`config.mk`:
```
export PLATFORM = sky130hd
export DESIGN_NAME = gf8_pow_sequencer
export DESIGN_NICKNAME = d
export VERILOG_FILES = /design/src/rtl/gf8_pow_sequencer.sv
export SDC_FILE = /design/constraint.sdc
export NUM_CORES = 1
export LEC_CHECK = 0
export BUFFER_PORTS_ARGS = -buffer_cell sky130_fd_sc_hd__buf_2
export CELL_PAD_IN_SITES_DETAIL_PLACEMENT = 0
export CELL_PAD_IN_SITES_GLOBAL_PLACEMENT = 1
export CORE_UTILIZATION = 43
export CTS_CLUSTER_DIAMETER = 80
export DETAILED_ROUTE_END_ITERATION = 6
export PLACE_DENSITY = 0.82
export SKIP_CTS_REPAIR_TIMING = 1
export SYNTH_ARGS = -nofsm -noshare
export SYNTH_HDL_FRONTEND = slang
export SYNTH_SLANG_ARGS = --single-unit
```
`constraint.sdc`:
```
create_clock -name clk -period 2.75 [get_ports clk]
set_input_delay 0.275 -clock clk [delete_from_list [all_inputs] [get_ports clk]]
set_output_delay 0.275 -clock clk [all_outputs]
set_load 0.03 [all_outputs]
```
`src/rtl/gf8_pow_sequencer.sv`:
```
// GF(2^3) exponentiation engine, P(x) = x^3 + x^2 + 1.
// Computes result = base^exp by left-to-right square-and-multiply.
// A single combinational multiplier is shared between the square and
// multiply steps, so each step takes one clock cycle.

// Combinational Mastrovito multiplier for GF(2^3) with P(x) = x^3 + x^2 + 1.
module mastrovito_multiplier (
  input  logic [2:0] a,
  input  logic [2:0] b,
  output logic [2:0] p
);

  logic [4:0] s_s;

  // Carry-less product, then fold x^3 = x^2 + 1 and x^4 = x^2 + x + 1 back in.
  always_comb begin
    s_s = 5'b00000;
    for (int i = 0; i < 3; i++) begin
      for (int j = 0; j < 3; j++) begin
        s_s[i+j] = s_s[i+j] ^ (a[i] & b[j]);
      end
    end
    p[0] = s_s[0] ^ s_s[3] ^ s_s[4];
    p[1] = s_s[1] ^ s_s[4];
    p[2] = s_s[2] ^ s_s[3] ^ s_s[4];
  end

endmodule

module gf8_pow_sequencer #(
  parameter int EXP_W = 3
) (
  input  logic             clk,
  input  logic             rst,
  input  logic             in_valid,
  output logic             in_ready,
  input  logic [2:0]       base,
  input  logic [EXP_W-1:0] exp,
  output logic             out_valid,
  input  logic             out_ready,
  output logic [2:0]       result,
  output logic             busy
);

  localparam int IDX_W = (EXP_W > 1) ? $clog2(EXP_W) : 1;
  localparam logic [IDX_W-1:0] IDX_MAX  = IDX_W'(EXP_W - 1);
  localparam logic [IDX_W-1:0] IDX_ZERO = {IDX_W{1'b0}};

  typedef enum logic [1:0] {
    ST_IDLE = 2'b00,
    ST_SQR  = 2'b01,
    ST_MUL  = 2'b10,
    ST_DONE = 2'b11
  } state_t;

  state_t           state_r, state_nxt_s;
  logic [2:0]       base_r;
  logic [EXP_W-1:0] exp_r;
  logic [2:0]       acc_r, acc_nxt_s;
  logic [IDX_W-1:0] idx_r, idx_nxt_s;
  logic             load_s;
  logic [2:0]       op_b_s;
  logic [2:0]       prod_s;
  logic             in_ready_r, out_valid_r, busy_r;
  logic [2:0]       result_r;

  // Second multiplier operand: base only while multiplying, otherwise squaring.
  always_comb begin
    if (state_r == ST_MUL) begin
      op_b_s = base_r;
    end else begin
      op_b_s = acc_r;
    end
  end

  mastrovito_multiplier u_mul (
    .a (acc_r),
    .b (op_b_s),
    .p (prod_s)
  );

  // Next-state, accumulator and bit-index sequencing.
  always_comb begin
    state_nxt_s = state_r;
    acc_nxt_s   = acc_r;
    idx_nxt_s   = idx_r;
    load_s      = 1'b0;
    case (state_r)
      ST_IDLE: begin
        if (in_valid) begin
          load_s      = 1'b1;
          acc_nxt_s   = 3'b001;
          idx_nxt_s   = IDX_MAX;
          state_nxt_s = ST_SQR;
        end else begin
          state_nxt_s = ST_IDLE;
        end
      end
      ST_SQR: begin
        acc_nxt_s = prod_s;
        if (exp_r[idx_r]) begin
          state_nxt_s = ST_MUL;
        end else if (idx_r == IDX_ZERO) begin
          state_nxt_s = ST_DONE;
        end else begin
          idx_nxt_s   = idx_r - IDX_W'(1);
          state_nxt_s = ST_SQR;
        end
      end
      ST_MUL: begin
        acc_nxt_s = prod_s;
        if (idx_r == IDX_ZERO) begin
          state_nxt_s = ST_DONE;
        end else begin
          idx_nxt_s   = idx_r - IDX_W'(1);
          state_nxt_s = ST_SQR;
        end
      end
      ST_DONE: begin
        if (out_ready) begin
          state_nxt_s = ST_IDLE;
        end else begin
          state_nxt_s = ST_DONE;
        end
      end
      default: begin
        state_nxt_s = ST_IDLE;
      end
    endcase
  end

  // State, operand and registered output update; rst aborts any operation.
  always_ff @(posedge clk) begin
    if (rst) begin
      state_r     <= ST_IDLE;
      base_r      <= 3'b000;
      exp_r       <= {EXP_W{1'b0}};
      acc_r       <= 3'b001;
      idx_r       <= IDX_MAX;
      in_ready_r  <= 1'b1;
      out_valid_r <= 1'b0;
      busy_r      <= 1'b0;
      result_r    <= 3'b001;
    end else begin
      state_r     <= state_nxt_s;
      acc_r       <= acc_nxt_s;
      idx_r       <= idx_nxt_s;
      in_ready_r  <= (state_nxt_s == ST_IDLE);
      out_valid_r <= (state_nxt_s == ST_DONE);
      busy_r      <= (state_nxt_s != ST_IDLE);
      result_r    <= acc_nxt_s;
      if (load_s) begin
        base_r <= base;
        exp_r  <= exp;
      end else begin
        base_r <= base_r;
        exp_r  <= exp_r;
      end
    end
  end

  assign in_ready  = in_ready_r;
  assign out_valid = out_valid_r;
  assign busy      = busy_r;
  assign result    = result_r;

endmodule

```
==> key figures <==
Synthesis
  – Mapped cell area: 0.001008 sq mm
  – Ys Warns: 0
  – Most used DFF post-synth: dfxtp_1
  – Synth Area in XOR/XNOR: 4.342%
  – Synth Area in Simple Gates: 21.46%
  – Mapped Cells: 123
  – Synth Area in Compound Gates: 20.10%
  – Yosys cell types: 37
  – EDFF count, synth: 0
  – Ys async rst share: 0%
  – Seq/Total Area, Yosys: 31.76%
  – Dominant combinational cell family by area after synthesis: simple AND/OR/NAND/NOR gates
  – Average size of a mapped cell: 8.199 sq um
  – Post-synth net total: 141
  – Post-synthesis mux area share: 5.955%
  – Largest cells by area after synthesis: dfxtp_1 (32%), ha_1 (9.9%), mux2i_1 (6.0%)
  – Area leader, netlist: dfxtp_1
  – Seq cells post-synth: 16
  – Adder-Cell Fraction of Synth Area: 9.926%
  – Share of the synthesized area in the top cell type: 31.76%

Clocking
  – Clk_lat worst skew: 0.28 ns
  – Clock Path Buffers: 2
  – CTS sink cnt: 16
  – Number of H-tree levels: 1
  – CTS buffer count: 3
  – Worst-path clk slew: 0.09 ns
  – CTS tree: built
  – Clk root buf: clkbuf_4

Floorplanning
  – Die Y: 50.43 microns
  – Die footprint: 0.002543 sq mm
  – Starting Density: 45.59%
  – Rows: 17
  – Die X: 50.43 microns
  – I/O pin count: 16
  – Placeable Area: 0.002212 sq mm

Timing
  – Minimum clock period: 1.915 ns
  – Worst Clk Skew: 0.002755 ns
  – Worst Tran Pin Value: 0.3854 ns
  – RSZ-0062 raised after global routing: false
  – Hold slack: 0.2321 ns
  – Setup violations, final: 0
  – Final Cycle Share: 69.65%
  – Total Negative Setup Slacks: 0 ns
  – Slew Viols, Final: 0
  – Slew headroom: 74.27%
  – F_max: 522.1 MHz
  – Final hold vios: 0

Setup path
  – Slowest stage delay, CP: 0.40 ns
  – Cell Chain, Critical Path: inv_1 -> ha_1 -> nand2_1 -> a211oi_1 -> o21ai_0 -> o211ai_1 -> mux2i_1 -> o31ai_1
  – CP Data Required Time: 2.92 ns
  – Arr. time, crit path: 2.08 ns
  – Worst path buffer plus inverter count: 1
  – Worst setup EP type: flip-flop
  – Critical setup path kind: flip-flop to flip-flop
  – CP max FO: 9
  – Top delay family on crit path: compound AO/OA/AOI/OAI gates
  – Slowest-stage cell, CP: ha_1
  – Type of origin of the critical path: flip-flop

Placement
  – Gpl congestion: 0.8294
  – PortBufs: 15
  – Post-DP HPWL: 1593 microns

Final layout
  – # diodes: 0
  – Seq. cell area: 320.3 sq um
  – Area Growth Syn to Fin: 10.05%
  – Multi-input gate area: 623.1 sq um
  – Fill count: 240
  – Share of layout cells above drive strength 1: 17.16%
  – Nets@finish: 154

Routing
  – Post-DR vias/cell: 5.377
  – Drt pass-1 iters: 4
  – Drt wl/cell: 12.96 microns
  – Vias post-DR: 871
  – Antenna-violating nets left: 0
  – Routed Wire Length: 2099 microns
  – DR DRC count: 0
  – Initial drt markers: 25

GRT
  – Largest net degree at the start of global routing: 15
  – Total GRT Usage: 18.85%
  – Number of global-route vias before repair: 837
  – Remaining global-route overflow: 0
  – First-pass GRT wire length: 3608 microns
  – Initial antenna violation count: 0

Run status
  – Outcome: completed

Job
  – Max-Cap Viols: 0

Pwr
  – Total power divided by cell area: 390.1 mW/mm^2
  – Worst IR Drop VDD: 0.2836 mV
  – Leakage: 0.4419 nW

Min path
  – Worst hold path class: input pin to flip-flop
[sequential cells by signal (all words and copies together) (netlist names)]
signal	flops
out_valid	1
busy	1
base_r	3
in_ready	1
exp_r	3
result	3
state_r	2
idx_r	2
[where the power goes]
group | internal (W) | switching (W)
Combinational | 0.0000247 | 0.0000373
Sequential | 0.000242 | 0.00000872
Clock | 0.0000508 | 0.0000694
Total | 0.000318 | 0.000115
[worst register-to-register path, delay by kind of cell (launching register included)]
| kind | cells | cell delay [ns] |
|---|---|---|
| AOI/OAI and AO/OA | 4 | 0.56 |
| adders and majority gates | 1 | 0.40 |
| DFF | 1 | 0.35 |
| muxes | 1 | 0.21 |
| and+or+nand+nor | 1 | 0.15 |
| buffers and inverters | 1 | 0.14 |
[layout by cell type (no fill, tap or decap)]
cell type,n
inv_1,8
clkbuf_4,3
o32a_1,1
nand3b_1,1
nor2b_1,3
o211ai_1,1
a21oi_2,1
buf_2,15
o21bai_1,1
a31oi_1,1
dfxtp_1,16
a222oi_1,1
or2_1,1
nand4_1,1
and3_1,2
ha_1,8
nand2_1,16
xor2_1,3
xnor2_1,2
a311oi_2,1
inv_2,1
nand3_1,7
o221ai_1,1
a22oi_2,1
a211oi_1,1
nand2b_1,4
o21ai_0,5
a32oi_1,1
o31ai_1,1
o22ai_1,3
nand2b_2,1
a21oi_1,8
a22o_1,1
mux2i_1,6
and4b_1,1
nor3b_1,1
nor2_1,5
[final timing paths]
check        depth (start not counted)                     end  slack, ns                   from
min reg2reg                          2   exp_r[1]$_SDFFE_PP0P_       0.46  exp_r[1]$_SDFFE_PP0P_
min                                  3   exp_r[1]$_SDFFE_PP0P_       0.23                 exp[1]
max reg2reg                          8  result[2]$_SDFFE_PP0P_       0.83  state_r[0]$_SDFF_PP0_
max                                  8  result[2]$_SDFFE_PP0P_       0.83  state_r[0]$_SDFF_PP0_
[kinds of logic after synthesis]
| family | after synthesis |
|---|---|
| fa+ha+maj | 8 |
| buf+inv | 16 |
| flops | 16 |
| xor+xnor | 5 |
| mux | 6 |
| compound gates | 29 |
| simple gates | 43 |
[layer usage]
metal / wire [microns] / part of all wire, % / track usage (%)
met1: 979 / 47 / 23.20
met2: 1043 / 50 / 31.56
met3: 42 / 2.0 / 1.818
met4: 34 / 1.6 / 11.11
met5: 0 / 0 / 0
[cell type report]
| type | count | area share (%) |
|---|---|---|
| Timing Repair Buffer | 15 | 6.764 |
| Sequential cell | 16 | 28.86 |
| Clock buffer | 3 | 2.029 |
| Multi-Input combinational cell | 91 | 56.14 |
| Inverter | 9 | 3.044 |
| Tap cell | 28 | 3.157 |
[cells in the mapped netlist (2+ instances only)]
master	n
xnor2_1	2
a21oi_1	8
nand2_1	16
dfxtp_1	16
inv_1	8
nor2b_1	3
buf_2	4
o22ai_1	3
nor2_1	5
o21ai_0	5
nand2b_1	4
ha_1	8
xor2_1	3
nand3_1	7
mux2i_1	6
clkbuf_1	3
and3_1	2
[metrics by stage]
step	power [W]	instances	cell area (sq um)	util, %	worst slack [ns]
floorplan	0.0002988	123	1008	-	1.077
global placement	0.0003175	159	1087	49.15	0.9711
detailed placement	0.0003185	159	1087	49.15	0.8588
CTS	0.0004407	162	1110	50.17	0.8361
global route	0.0004606	162	1110	50.17	0.6019
finish	0.0004329	162	1110	50.17	0.8346
(Power assumes the default switching activity.)
